===== config.mk =====
export PLATFORM = sky130hd
export DESIGN_NAME = uart_parity_engine_flat
export DESIGN_NICKNAME = d
export VERILOG_FILES = /design/src/rtl/uart_pkg.sv /design/src/rtl/uart_parity_engine_if.sv /design/src/rtl/uart_parity_engine.sv /design/src/flat_wrapper.sv
export SDC_FILE = /design/constraint.sdc
export NUM_CORES = 1
export LEC_CHECK = 0
export ABC_AREA = 1
export CAP_MARGIN = 20
export CORE_MARGIN = 3
export CORE_UTILIZATION = 50
export DETAILED_ROUTE_END_ITERATION = 10
export DONT_BUFFER_PORTS = 1
export GPL_ROUTABILITY_DRIVEN = 1
export HOLD_SLACK_MARGIN = 0.12
export PLACE_DENSITY = 0.78
export SYNTH_ARGS = -nofsm -noshare
export SYNTH_HDL_FRONTEND = slang
export SYNTH_SLANG_ARGS = --single-unit
export TNS_END_PERCENT = 1

===== constraint.sdc =====
create_clock -name clk -period 1.2 [get_ports clk]
set_input_delay 0.12 -clock clk [delete_from_list [all_inputs] [get_ports clk]]
set_output_delay 0.12 -clock clk [all_outputs]
set_load 0.1 [all_outputs]

===== src/rtl/uart_pkg.sv =====
`default_nettype none
// +----------------------------------------------------------------------------+
// | uart_pkg : parity mode encodings, parity engine states, parity-bit mapping |
// | Revision : 1.0                                                             |
// +----------------------------------------------------------------------------+
package uart_pkg;

  typedef logic [2:0] par_mode_t;

  localparam par_mode_t PAR_NONE  = 3'b000;
  localparam par_mode_t PAR_ODD   = 3'b001;
  localparam par_mode_t PAR_EVEN  = 3'b010;
  localparam par_mode_t PAR_MARK  = 3'b011;
  localparam par_mode_t PAR_SPACE = 3'b100;

  typedef enum logic [1:0] {
    ST_IDLE  = 2'd0,
    ST_ACCUM = 2'd1,
    ST_CHECK = 2'd2
  } eng_state_t;

  function automatic logic par_is_reserved(input par_mode_t mode);
    return (mode > PAR_SPACE);
  endfunction

  // acc is the XOR of all data bits; reserved codes map to NONE's value
  function automatic logic par_bit_for_mode(input par_mode_t mode, input logic acc);
    logic pb;
    case (mode)
      PAR_ODD:  pb = ~acc;
      PAR_EVEN: pb = acc;
      PAR_MARK: pb = 1'b1;
      default:  pb = 1'b0;
    endcase
    return pb;
  endfunction

endpackage
`default_nettype wire


===== src/rtl/uart_parity_engine_if.sv =====
`default_nettype none
// +----------------------------------------------------------------------------+
// | uart_parity_engine_if : bit-strobe and status bundle of the parity engine  |
// | Revision : 1.0                                                             |
// +----------------------------------------------------------------------------+
interface uart_parity_engine_if;
  import uart_pkg::*;

  par_mode_t parity_type;
  logic      start;
  logic      bit_valid;
  logic      bit_in;
  logic      busy;
  logic      parity_bit;
  logic      parity_valid;
  logic      check_done;
  logic      parity_err;
  logic      cfg_err;

  modport master (
    output parity_type, start, bit_valid, bit_in,
    input  busy, parity_bit, parity_valid, check_done, parity_err, cfg_err
  );

  modport slave (
    input  parity_type, start, bit_valid, bit_in,
    output busy, parity_bit, parity_valid, check_done, parity_err, cfg_err
  );

endinterface
`default_nettype wire


===== src/rtl/uart_parity_engine.sv =====
`default_nettype none
// +----------------------------------------------------------------------------+
// | uart_parity_engine : serial parity generator/checker for UART Tx and Rx    |
// | Revision : 1.0                                                             |
// +----------------------------------------------------------------------------+
module uart_parity_engine
  import uart_pkg::*;
#(
  parameter  int DATA_WIDTH = 8,
  localparam int CNT_W      = $clog2(DATA_WIDTH + 1)
) (
  input  logic                  clk,
  input  logic                  reset,
  uart_parity_engine_if.slave   bus
);

  localparam logic [CNT_W-1:0] LAST_CNT = CNT_W'(DATA_WIDTH - 1);

  eng_state_t        state_q, state_d;
  logic              acc_q, acc_d;
  logic [CNT_W-1:0]  cnt_q, cnt_d;
  par_mode_t         mode_q, mode_d;
  logic              parity_bit_q, parity_bit_d;
  logic              parity_valid_q, parity_valid_d;
  logic              check_done_q, check_done_d;
  logic              parity_err_q, parity_err_d;
  logic              cfg_err_q, cfg_err_d;
  logic              acc_next;

  always_ff @(posedge clk) begin
    if (reset) begin
      state_q        <= ST_IDLE;
      acc_q          <= 1'b0;
      cnt_q          <= '0;
      mode_q         <= PAR_NONE;
      parity_bit_q   <= 1'b1;
      parity_valid_q <= 1'b0;
      check_done_q   <= 1'b0;
      parity_err_q   <= 1'b0;
      cfg_err_q      <= 1'b0;
    end else begin
      state_q        <= state_d;
      acc_q          <= acc_d;
      cnt_q          <= cnt_d;
      mode_q         <= mode_d;
      parity_bit_q   <= parity_bit_d;
      parity_valid_q <= parity_valid_d;
      check_done_q   <= check_done_d;
      parity_err_q   <= parity_err_d;
      cfg_err_q      <= cfg_err_d;
    end
  end

  always_comb begin
    state_d        = state_q;
    acc_d          = acc_q;
    cnt_d          = cnt_q;
    mode_d         = mode_q;
    parity_bit_d   = parity_bit_q;
    parity_valid_d = parity_valid_q;
    check_done_d   = 1'b0;
    parity_err_d   = parity_err_q;
    cfg_err_d      = cfg_err_q;
    acc_next       = acc_q ^ bus.bit_in;

    // start overrides any bit strobe in the same cycle
    if (bus.start) begin
      state_d        = ST_ACCUM;
      acc_d          = 1'b0;
      cnt_d          = '0;
      mode_d         = par_is_reserved(bus.parity_type) ? PAR_NONE : bus.parity_type;
      parity_valid_d = 1'b0;
      parity_err_d   = 1'b0;
      cfg_err_d      = par_is_reserved(bus.parity_type);
    end else begin
      case (state_q)
        ST_ACCUM: begin
          if (bus.bit_valid) begin
            acc_d = acc_next;
            cnt_d = cnt_q + CNT_W'(1);
            if (cnt_q == LAST_CNT) begin
              parity_valid_d = 1'b1;
              parity_bit_d   = par_bit_for_mode(mode_q, acc_next);
              if (mode_q == PAR_NONE) begin
                state_d      = ST_IDLE;
                check_done_d = 1'b1;
                parity_err_d = 1'b0;
              end else begin
                state_d = ST_CHECK;
              end
            end
          end
        end
        ST_CHECK: begin
          if (bus.bit_valid) begin
            parity_err_d = (bus.bit_in != parity_bit_q);
            check_done_d = 1'b1;
            state_d      = ST_IDLE;
          end
        end
        default: ;
      endcase
    end
  end

  assign bus.busy         = (state_q != ST_IDLE);
  assign bus.parity_bit   = parity_bit_q;
  assign bus.parity_valid = parity_valid_q;
  assign bus.check_done   = check_done_q;
  assign bus.parity_err   = parity_err_q;
  assign bus.cfg_err      = cfg_err_q;

endmodule
`default_nettype wire


===== src/flat_wrapper.sv =====
// flat-port wrapper written by rule: the top's interface ports become plain ports
module uart_parity_engine_flat import uart_pkg::*;
#(
  parameter  int DATA_WIDTH = 8,
  localparam int CNT_W      = $clog2(DATA_WIDTH + 1)
)
  (clk, reset, bus_parity_type, bus_start, bus_bit_valid, bus_bit_in, bus_busy, bus_parity_bit, bus_parity_valid, bus_check_done, bus_parity_err, bus_cfg_err);
  uart_parity_engine_if bus_i ();
  input  logic clk;
  input  logic reset;
  input wire logic [$bits(bus_i.parity_type)-1:0] bus_parity_type;
  input wire logic [$bits(bus_i.start)-1:0] bus_start;
  input wire logic [$bits(bus_i.bit_valid)-1:0] bus_bit_valid;
  input wire logic [$bits(bus_i.bit_in)-1:0] bus_bit_in;
  output wire logic [$bits(bus_i.busy)-1:0] bus_busy;
  output wire logic [$bits(bus_i.parity_bit)-1:0] bus_parity_bit;
  output wire logic [$bits(bus_i.parity_valid)-1:0] bus_parity_valid;
  output wire logic [$bits(bus_i.check_done)-1:0] bus_check_done;
  output wire logic [$bits(bus_i.parity_err)-1:0] bus_parity_err;
  output wire logic [$bits(bus_i.cfg_err)-1:0] bus_cfg_err;
  assign bus_i.parity_type = bus_parity_type;
  assign bus_i.start = bus_start;
  assign bus_i.bit_valid = bus_bit_valid;
  assign bus_i.bit_in = bus_bit_in;
  assign bus_busy = bus_i.busy;
  assign bus_parity_bit = bus_i.parity_bit;
  assign bus_parity_valid = bus_i.parity_valid;
  assign bus_check_done = bus_i.check_done;
  assign bus_parity_err = bus_i.parity_err;
  assign bus_cfg_err = bus_i.cfg_err;
  uart_parity_engine #(.DATA_WIDTH(DATA_WIDTH)) u_core (.clk(clk), .reset(reset), .bus(bus_i));
endmodule

* Word level (Yosys, flattened, before mapping)
Index checks and enable logic that the tools add are counted.
** Storage, ports and cells
- Output and inout bits :: 6
- Flip-flop bits (word level) :: 15
** Cells by class
- $add $sub $neg :: 1
- Equality and inequality tests :: 14
- Reductions and logical operators :: 11
- Bitwise logic cells :: 3
- Magnitude comparators :: 1
- Mux-type cells :: 18
** Operators with widths (count)
- $reduce_and A4 Y1 :: 3
- $mux W1 :: 9
- $mux W2 :: 4
- $eq A3 B2 Y1 const B :: 2
- $ne A3 B3 Y1 const B :: 2
- $reduce_and A5 Y1 :: 1
- $add A4 B1 Y4 const B :: 1
- $eq A4 B3 Y1 const B :: 1
- $ne A2 B1 Y1 const B :: 2
- $ne A2 B2 Y1 const B :: 2
- $pmux W1 S2 :: 2
- $pmux W2 S2 :: 1
- $reduce_bool A2 Y1 :: 2
- $eq A3 B1 Y1 const B :: 1
- $gt A3 B3 Y1 const B :: 1
- $logic_not A3 Y1 :: 1
- $mux W3 :: 1
- $ne A3 B2 Y1 const B :: 1
- $pmux W1 S3 :: 1
- $reduce_and A3 Y1 :: 1
- $reduce_bool A3 Y1 :: 1
- $eq A2 B1 Y1 const B :: 1
- $eq A2 B2 Y1 const B :: 1
- $not A1 Y1 :: 2
- other kinds (4) :: 4

* Depth between registers and ports, before layout
Gate-level depths: netlist of the first run.
- Depth after elaboration :: 6
- Gate-level depth with buffers :: 9

* Worst setup path after synthesis of the first run
Ideal clock, no wire load.
- Path kind :: register -> register
- From :: register u_core.parity_bit_q (netlist: u_core.bus.parity_bit)
- To :: register u_core.parity_err_q (netlist: u_core.bus.parity_err)
- Stages on the path, launching flop included :: 6
- Data arrival time :: 1.334 ns
- Period minus slack after synthesis :: 1.450 ns
- Slack :: -0.250 ns
- Path through :: dfxtp_1 nand2_1 nand3_1 nand4_1 nand2_1 nor2_1
** Between the ends
- Word-level cells in the longest chain between the ends :: 3
** RTL lines
- from (decl) :: line uart_parity_engine.sv:23 : logic parity_bit_q, parity_bit_d;
- from (signal assigned) :: line uart_parity_engine.sv:46 : parity_bit_q <= parity_bit_d;
- $ne A1 B1 Y1 :: line uart_parity_engine.sv:96 : parity_err_d = (bus.bit_in != parity_bit_q);
- $mux W1 :: line uart_parity_engine.sv:95 : if (bus.bit_valid) begin
- $pmux W1 S2 :: line uart_parity_engine.sv:76 : case (state_q)
- to (signal assigned) :: line uart_parity_engine.sv:49 : parity_err_q <= parity_err_d;
- to (decl) :: line uart_parity_engine.sv:26 : logic parity_err_q, parity_err_d;
Every way passes these cells. The select of a mux whose other input is x is not followed.
A chain may end at the register's enable or synchronous reset.

* Final worst setup path of the first run
- From :: register u_core.state_q[0]
- To :: output bus_busy
** Between the ends
- Word-level cells in the longest chain between the ends :: 1
** RTL lines
- from (decl) :: line uart_parity_engine.sv:19 : eng_state_t state_q, state_d;
- from (signal assigned) :: line uart_parity_engine.sv:42 : state_q <= state_d;
- $reduce_bool A2 Y1 :: line uart_parity_engine.sv:106 : assign bus.busy = (state_q != ST_IDLE);
- to (decl) :: line flat_wrapper.sv:15 : output wire logic [$bits(bus_i.busy)-1:0] bus_busy;
Every way passes these cells.

==> results of run 1 <==
==> per-stage QoR <==
step	hold slack (ns)	setup TNS, ns	instance area, um2	std cells	util
after floorplan	0.1891	-0.04782	742.0	103	-
after global placement	0.1927	0	840.8	127	0.6304
after detailed placement	0.1939	-0.1185	840.8	127	0.6304
after CTS	0.1284	-0.03538	959.7	138	0.7195
after global routing	0.1591	-0.3708	1011	138	0.7580
final	0.1343	-0.1087	1011	138	0.7580
==> timing repair <==
| action | 4_1_cts | 5_1_grt |
|---|---|---|
| cloned | 0 | 0 |
| hold endpoints to repair | 14 | 0 |
| pin swaps | 2 | 5 |
| hold buffers | 7 | 0 |
| setup buffers | 0 | 0 |
| gates resized for setup | 8 | 12 |
| setup endpoints to repair | 6 | 8 |
==> worst max-delay path, delay by kind of cell (launching register included) <==
kind | cells | cell delay [ns]
buf+inv | 3 | 0.34
fa+ha+maj | 1 | 0.15
flops | 1 | 0.37
==> metal layers <==
metal	routed length, um	global-route usage
met3	86	0.04065
met2	856	0.3750
met1	692	0.2005
met5	0	0
met4	68	0.1446
==> cell families after synthesis <==
logic type	share of synthesized area
simple gates	0.3209
buf+inv	0.08318
flops	0.4075
compound gates	0.09676
fa+ha+maj	0.06791
xor+xnor	0.02377
==> flip-flops by register name, summed over array words and instances (netlist names) <==
name                     cells
u_core.state_q               2
u_core.bus.parity_valid      1
u_core.acc_q                 1
u_core.bus.parity_err        1
u_core.bus.parity_bit        1
u_core.cnt_q                 4
u_core.bus.cfg_err           1
u_core.bus.check_done        1
u_core.mode_q                3
==> cell type report <==
class | instances | area, um2 | share of cell area
clock buffer | 4 | 26.28 | 0.02599
inverter | 16 | 66.31 | 0.06559
multi-input combinational | 72 | 437.9 | 0.4332
sequential | 15 | 307.8 | 0.3045
tap | 15 | 18.77 | 0.01856
timing repair buffer | 16 | 153.9 | 0.1522
==> how the worst min path moves through the flow <==
stage / start / end / slack (ns)
2_1_floorplan: reset / u_core.state_q[0] / 0.19
5_1_grt: bus_bit_valid / u_core.state_q[1] / 0.16
6_report: bus_bit_valid / u_core.state_q[1] / 0.13
3_5_place_dp: reset / u_core.state_q[0] / 0.19
4_1_cts: bus_bit_valid / u_core.state_q[1] / 0.13
3_3_place_gp: reset / u_core.state_q[0] / 0.19
==> placed cells by master (no fill, tap or decap), types with 2 or more instances in the layout <==
| cell type | count |
|---|---|
| o21ai_0 | 3 |
| nor2_1 | 17 |
| nor3_1 | 3 |
| clkbuf_4 | 3 |
| nand2_1 | 18 |
| nand3_1 | 5 |
| nand2_4 | 2 |
| dfxtp_1 | 11 |
| ha_4 | 3 |
| a21oi_1 | 7 |
| buf_4 | 7 |
| inv_2 | 2 |
| o21ai_1 | 3 |
| inv_1 | 12 |
| dlygate4sd3_1 | 7 |
| nor2_4 | 4 |
| dfxtp_2 | 3 |
==> report_power, final <==
part           switching [mW]  internal (mW)
registers              0.0105          0.512
logic                   0.146         0.0857
clock network           0.168          0.129
==> run_summary.xml, run 1 <==
<?xml version="1.0" encoding="UTF-8"?>
<metrics>
  <group name="clock_network">
    <metric name="clockRootBuffer" unit="">clkbuf_4</metric>
    <metric name="htree_levels" unit="">1</metric>
    <metric name="cts.sinks" unit="">15</metric>
    <metric name="insertion_delay" unit="ns">0.29</metric>
    <metric name="cts_inserted_buffers" unit="">3</metric>
    <metric name="tritoncts" unit="">yes</metric>
    <metric name="clk_pin_slew_worst_paths" unit="ns">0.09</metric>
    <metric name="ctsLongestPathBuffers" unit="">2</metric>
  </group>
  <group name="logic_synthesis">
    <metric name="asyncSetResetFlopFracSynth" unit="">0</metric>
    <metric name="synth_top_cells_by_count" unit="">nor2_1 (19), nand2_1 (18), dfxtp_1 (15), inv_1 (15), a21oi_1 (7)</metric>
    <metric name="synth_seq_area_share" unit="">0.4075</metric>
    <metric name="synth_top_flop_cell" unit="">dfxtp_1</metric>
    <metric name="synth.most_common_cell" unit="">nor2_1</metric>
    <metric name="synth_edf_count" unit="">0</metric>
    <metric name="post_synthesis_register_bit_count" unit="">15</metric>
    <metric name="post-synth-top-area-cell" unit="">dfxtp_1</metric>
    <metric name="synth_warnings" unit="">0</metric>
    <metric name="post_synth.cell_area_avg" unit="um2">7.155</metric>
    <metric name="post_synthesis_net_count" unit="">115</metric>
    <metric name="synth_area_leaders" unit="">dfxtp_1 (41%), nor2_1 (9.7%), nand2_1 (9.2%)</metric>
    <metric name="synthDistinctLibCells" unit="">19</metric>
    <metric name="synth.top_cell.area_share" unit="">0.4075</metric>
    <metric name="netlist_instances" unit="">103</metric>
    <metric name="post_synth_instance_area" unit="um2">737.0</metric>
  </group>
  <group name="hold_path">
    <metric name="worst_hold_path_type" unit="">in2reg</metric>
    <metric name="worst_hold_path.num_cells" unit="">4</metric>
  </group>
  <group name="floorplanning">
    <metric name="floorplan.rows" unit="">13</metric>
    <metric name="initial_utilization" unit="">0.5525</metric>
    <metric name="die-height" unit="um">44.39</metric>
    <metric name="fp.dieArea" unit="um2">1970</metric>
    <metric name="core" unit="um2">1334</metric>
    <metric name="io_pins" unit="">14</metric>
    <metric name="die_width" unit="um">44.39</metric>
  </group>
  <group name="layout">
    <metric name="area_growth" unit="%">37.18</metric>
    <metric name="post_route_cells_drive_above_1_share" unit="">0.2520</metric>
    <metric name="n_antenna_cell" unit="">0</metric>
    <metric name="fillers" unit="">95</metric>
    <metric name="nets" unit="">136</metric>
  </group>
  <group name="critical_path">
    <metric name="worstPathRequired" unit="ns">1.08</metric>
    <metric name="critical-path-max-stage-delay" unit="ns">0.37</metric>
    <metric name="worstSetupEndpoint" unit="">bus_busy</metric>
    <metric name="timing.critical_path.to_type" unit="">output pin</metric>
    <metric name="timing.rr.end" unit="">u_core.bus.parity_err</metric>
    <metric name="path_cells" unit="">inv_2 -&gt; ha_4 -&gt; clkinvlp_4 -&gt; buf_12</metric>
    <metric name="crit_path_max_fanout" unit="">3</metric>
    <metric name="cp-start-kind" unit="">flip-flop</metric>
    <metric name="timing.critical_path.slowest_stage_cell" unit="">dfxtp_4</metric>
    <metric name="timing.critical_path.arrival" unit="ns">1.15</metric>
    <metric name="worst_r2r_startpoint" unit="">u_core.state_q[1]</metric>
    <metric name="worst-r2r-cell-count" unit="">8</metric>
    <metric name="worst_setup_path_type" unit="">reg2out</metric>
    <metric name="rrSetupSlack" unit="ns">-0.04</metric>
    <metric name="crit_start" unit="">u_core.state_q[0]</metric>
  </group>
  <group name="timing">
    <metric name="period_share" unit="">1.057</metric>
    <metric name="hold_viol" unit="">0</metric>
    <metric name="rsz_0062_raised_after_global_routing" unit="">true</metric>
    <metric name="achievable-frequency" unit="MHz">788.1</metric>
    <metric name="timing.final.crit_period" unit="ns">1.269</metric>
    <metric name="worst_slew_pin_slew" unit="ns">0.3111</metric>
    <metric name="max-slew-margin-rel" unit="">0.7919</metric>
    <metric name="timing.final.ws_setup" unit="ns">-0.06892</metric>
    <metric name="skew" unit="ns">0.003027</metric>
    <metric name="timing.final.max_slew_violations" unit="">0</metric>
    <metric name="setup_viol_count_final" unit="">2</metric>
  </group>
  <group name="grt">
    <metric name="grt_pass1_vias" unit="">704</metric>
    <metric name="gr-usage-all-layers" unit="">0.2042</metric>
    <metric name="grt_overflow" unit="">0</metric>
    <metric name="grt_max_degree" unit="">10</metric>
    <metric name="grt_pass1_wl" unit="um">2842</metric>
    <metric name="initial_antenna_violation_count" unit="">0</metric>
  </group>
  <group name="detailed_routing">
    <metric name="detail_route.vias_per_cell" unit="">5.014</metric>
    <metric name="vias" unit="">692</metric>
    <metric name="detail-route-antenna-nets" unit="">0</metric>
    <metric name="drt-pass1-iter-count" unit="">4</metric>
    <metric name="detail_route.wl_per_cell" unit="um">12.34</metric>
    <metric name="drt_iter0_markers" unit="">10</metric>
    <metric name="drt-total-wl" unit="um">1703</metric>
    <metric name="remaining_drc_errors" unit="">0</metric>
  </group>
  <group name="placed_design">
    <metric name="port_buffers" unit="">0</metric>
    <metric name="place_worst_setup_slack" unit="ns">-0.07943</metric>
    <metric name="gpl.final_weighted_congestion" unit="">0.7471</metric>
    <metric name="detailedPlacementHpwl" unit="um">1096</metric>
  </group>
  <group name="power_and_ir_drop">
    <metric name="power.static_leakage" unit="nW">0.4160</metric>
    <metric name="maximum_vdd_ir_drop" unit="mV">0.7339</metric>
    <metric name="total_power" unit="mW">1.051</metric>
    <metric name="power_per_cell_area" unit="nW/um2">1039</metric>
  </group>
  <group name="outcome">
    <metric name="status" unit="">finished with violations</metric>
    <metric name="failed_checks" unit="">setup timing</metric>
  </group>
  <group name="flow_run">
    <metric name="cap_violations" unit="">0</metric>
  </group>
</metrics>
Note: power is estimated with default switching activity, not from simulation.
==> inputs of run 2 (changes only) <==
Settings changed: PLACE_DENSITY 0.78 to not set, PLACE_DENSITY_LB_ADDON set to 0.15.
==> run_summary.xml, run 2 (same netlist as run 1, synthesis figures left out) <==
<?xml version="1.0" encoding="UTF-8"?>
<metrics>
  <group name="grt">
    <metric name="grt_pass1_wl" unit="um">2463</metric>
    <metric name="grt_overflow" unit="">0</metric>
    <metric name="grt_max_degree" unit="">10</metric>
    <metric name="grt_pass1_vias" unit="">586</metric>
    <metric name="gr-usage-all-layers" unit="">0.1779</metric>
    <metric name="initial_antenna_violation_count" unit="">0</metric>
  </group>
  <group name="floorplanning">
    <metric name="floorplan.rows" unit="">13</metric>
    <metric name="initial_utilization" unit="">0.5525</metric>
    <metric name="die-height" unit="um">44.39</metric>
    <metric name="die_width" unit="um">44.39</metric>
    <metric name="fp.dieArea" unit="um2">1970</metric>
    <metric name="io_pins" unit="">14</metric>
    <metric name="core" unit="um2">1334</metric>
  </group>
  <group name="placed_design">
    <metric name="detailedPlacementHpwl" unit="um">1087</metric>
    <metric name="placed_cell_area" unit="um2">840.8</metric>
    <metric name="number_of_cells_in_the_design_after_placement" unit="">127</metric>
    <metric name="gpl.final_weighted_congestion" unit="">0.8375</metric>
    <metric name="port_buffers" unit="">0</metric>
  </group>
  <group name="power_and_ir_drop">
    <metric name="power.share.clock" unit="">0.287</metric>
    <metric name="switchingPower" unit="mW">0.3277</metric>
    <metric name="cell_internal_pwr" unit="mW">0.7204</metric>
    <metric name="power.share.sequential" unit="">0.499</metric>
    <metric name="total_power" unit="mW">1.048</metric>
    <metric name="maximum_vdd_ir_drop" unit="mV">0.7966</metric>
    <metric name="portion_of_total_power_attributed_to_combinational_logic" unit="">0.214</metric>
    <metric name="power_per_cell_area" unit="nW/um2">1027</metric>
    <metric name="power.static_leakage" unit="nW">0.4149</metric>
    <metric name="p_sw_frac" unit="">0.3127</metric>
  </group>
  <group name="hold_path">
    <metric name="min_delay_worst_endpoint" unit="">u_core.state_q[1]</metric>
    <metric name="worst_hold_path.num_cells" unit="">4</metric>
    <metric name="worst_hold_path_type" unit="">in2reg</metric>
    <metric name="hold_path.startpoint" unit="">bus_bit_valid</metric>
  </group>
  <group name="layout">
    <metric name="multi_input_combinational_cell_area" unit="um2">447.9</metric>
    <metric name="fillers" unit="">96</metric>
    <metric name="layout.cells.most_common" unit="">nor2_1</metric>
    <metric name="finish.cell_count_without_fillers" unit="">138</metric>
    <metric name="nets" unit="">136</metric>
    <metric name="post_route_cells_drive_above_1_share" unit="">0.2764</metric>
    <metric name="highest_count_cells_in_the_layout_ignoring_fill_and_taps" unit="">nor2_1 (18), nand2_1 (17), inv_1 (12), dfxtp_1 (10), buf_4 (8)</metric>
    <metric name="top_registers" unit="">u_core.cnt_q (4), u_core.mode_q (3), u_core.state_q (2)</metric>
    <metric name="n_antenna_cell" unit="">0</metric>
    <metric name="area_growth" unit="%">38.54</metric>
    <metric name="register_area" unit="um2">309.0</metric>
    <metric name="largest_reg_flops" unit="">4</metric>
    <metric name="fin_area" unit="um2">1021</metric>
    <metric name="largest-register" unit="">u_core.cnt_q</metric>
  </group>
  <group name="detailed_routing">
    <metric name="remaining_drc_errors" unit="">0</metric>
    <metric name="detail_route.wl_per_cell" unit="um">11.81</metric>
    <metric name="drt-total-wl" unit="um">1630</metric>
    <metric name="drt-pass1-iter-count" unit="">4</metric>
    <metric name="vias" unit="">678</metric>
    <metric name="drt_iter0_markers" unit="">13</metric>
    <metric name="detail-route-antenna-nets" unit="">0</metric>
    <metric name="detail_route.vias_per_cell" unit="">4.913</metric>
  </group>
  <group name="timing">
    <metric name="setup_viol_count_final" unit="">1</metric>
    <metric name="skew" unit="ns">0.002346</metric>
    <metric name="rsz_0062_raised_after_global_routing" unit="">true</metric>
    <metric name="setup-tns-final" unit="ns">-0.04697</metric>
    <metric name="worst_slew_pin_slew" unit="ns">0.3064</metric>
    <metric name="max-slew-margin-rel" unit="">0.7951</metric>
    <metric name="timing.final.crit_period" unit="ns">1.247</metric>
    <metric name="period_share" unit="">1.039</metric>
    <metric name="timing.final.max_slew_violations" unit="">0</metric>
    <metric name="hold_viol" unit="">0</metric>
    <metric name="achievable-frequency" unit="MHz">801.9</metric>
    <metric name="timing.final.ws_setup" unit="ns">-0.04697</metric>
  </group>
  <group name="clock_network">
    <metric name="tritoncts" unit="">yes</metric>
    <metric name="ctsLongestPathBuffers" unit="">2</metric>
    <metric name="cts_inserted_buffers" unit="">3</metric>
    <metric name="insertion_delay" unit="ns">0.29</metric>
    <metric name="cts.sinks" unit="">15</metric>
    <metric name="postCtsSetupBuffers" unit="">0</metric>
    <metric name="htree_levels" unit="">1</metric>
    <metric name="clk_pin_slew_worst_paths" unit="ns">0.09</metric>
    <metric name="clockRootBuffer" unit="">clkbuf_4</metric>
  </group>
  <group name="critical_path">
    <metric name="worstPathRequired" unit="ns">1.08</metric>
    <metric name="worst-r2r-cell-count" unit="">7</metric>
    <metric name="crit_path_max_fanout" unit="">3</metric>
    <metric name="timing.critical_path.arrival" unit="ns">1.13</metric>
    <metric name="timing.rr.end" unit="">u_core.bus.parity_err</metric>
    <metric name="worst_setup_path_type" unit="">reg2out</metric>
    <metric name="rrSetupSlack" unit="ns">0.03</metric>
    <metric name="cp-start-kind" unit="">flip-flop</metric>
    <metric name="worst_r2r_startpoint" unit="">u_core.state_q[1]</metric>
    <metric name="timing.critical_path.to_type" unit="">output pin</metric>
  </group>
  <group name="outcome">
    <metric name="status" unit="">finished with violations</metric>
    <metric name="failed_checks" unit="">setup timing</metric>
  </group>
  <group name="flow_run">
    <metric name="cap_violations" unit="">0</metric>
  </group>
</metrics>
run 2: cell count changes in the layout (fill, tap and decap cells not counted), sizes merged:
cell,before,now
clkbuf,4,3
clkinv,0,2
inv,15,14
run 2: metal layers:
layer	part of all wire	track usage	wire, um	vias to the layer above
li1	-	-	-	364
met1	0.43	0.1995	701	298
met3	0.048	0.06098	79	4
met2	0.50	0.2965	821	12
met4	0.017	0.09036	27	0
met5	0	0	0	-
run 2: stage by stage:
| stage | util | setup slack, ns | hold slack (ns) |
|---|---|---|---|
| global placement | 0.6304 | 0.003882 | 0.1917 |
| floorplan | - | -0.04098 | 0.1891 |
| detailed placement | 0.6304 | -0.03400 | 0.1931 |
| CTS | 0.7186 | -0.02514 | 0.1203 |
| global route | 0.7655 | -0.09246 | 0.1608 |
| finish | 0.7655 | -0.04697 | 0.1251 |
run 2: area by class of cell:
class	count	area share
clock buffer	3	0.02206
clock inverter	1	0.004902
inverter	16	0.06618
multi-input combinational	72	0.4387
sequential	15	0.3027
tap	15	0.01838
timing repair buffer	16	0.1471
run 2: worst max path at each step:
| stage | startpoint | to | slack (ns) | depth (start not counted) |
|---|---|---|---|---|
| floorplan | u_core.bus.cfg_err | u_core.bus.cfg_err | -0.04 | 2 |
| global placement | u_core.state_q[1] | u_core.cnt_q[2] | 0.004 | 7 |
| detailed placement | u_core.state_q[1] | u_core.cnt_q[2] | -0.03 | 7 |
| CTS | u_core.state_q[0] | bus_busy | -0.03 | 4 |
| global route | u_core.state_q[0] | bus_busy | -0.09 | 4 |
| finish | u_core.state_q[0] | bus_busy | -0.05 | 4 |
run 2: critical path, cell delays in order, from the launching register on:
cell and delay (ns):
dfxtp_4 0.38, inv_4 0.08, ha_4 0.13, clkinvlp_4 0.08, buf_12 0.17
run 2: repair_timing:
action	4_1_cts	5_1_grt
endpoints found under the hold margin	15	0
hold buffers	7	0
pin swaps	2	4
resized for setup	8	13
setup endpoints to repair	5	10
run 2: power by group through the flow:
stage / registers [mW] / logic [mW] / clock network [mW]
after global placement: 0.531 / 0.174 / 0
after global routing: 0.525 / 0.245 / 0.324
after floorplan: 0.557 / 0.109 / 0
after CTS: 0.521 / 0.211 / 0.306
after detailed placement: 0.532 / 0.178 / 0
final: 0.523 / 0.224 / 0.301
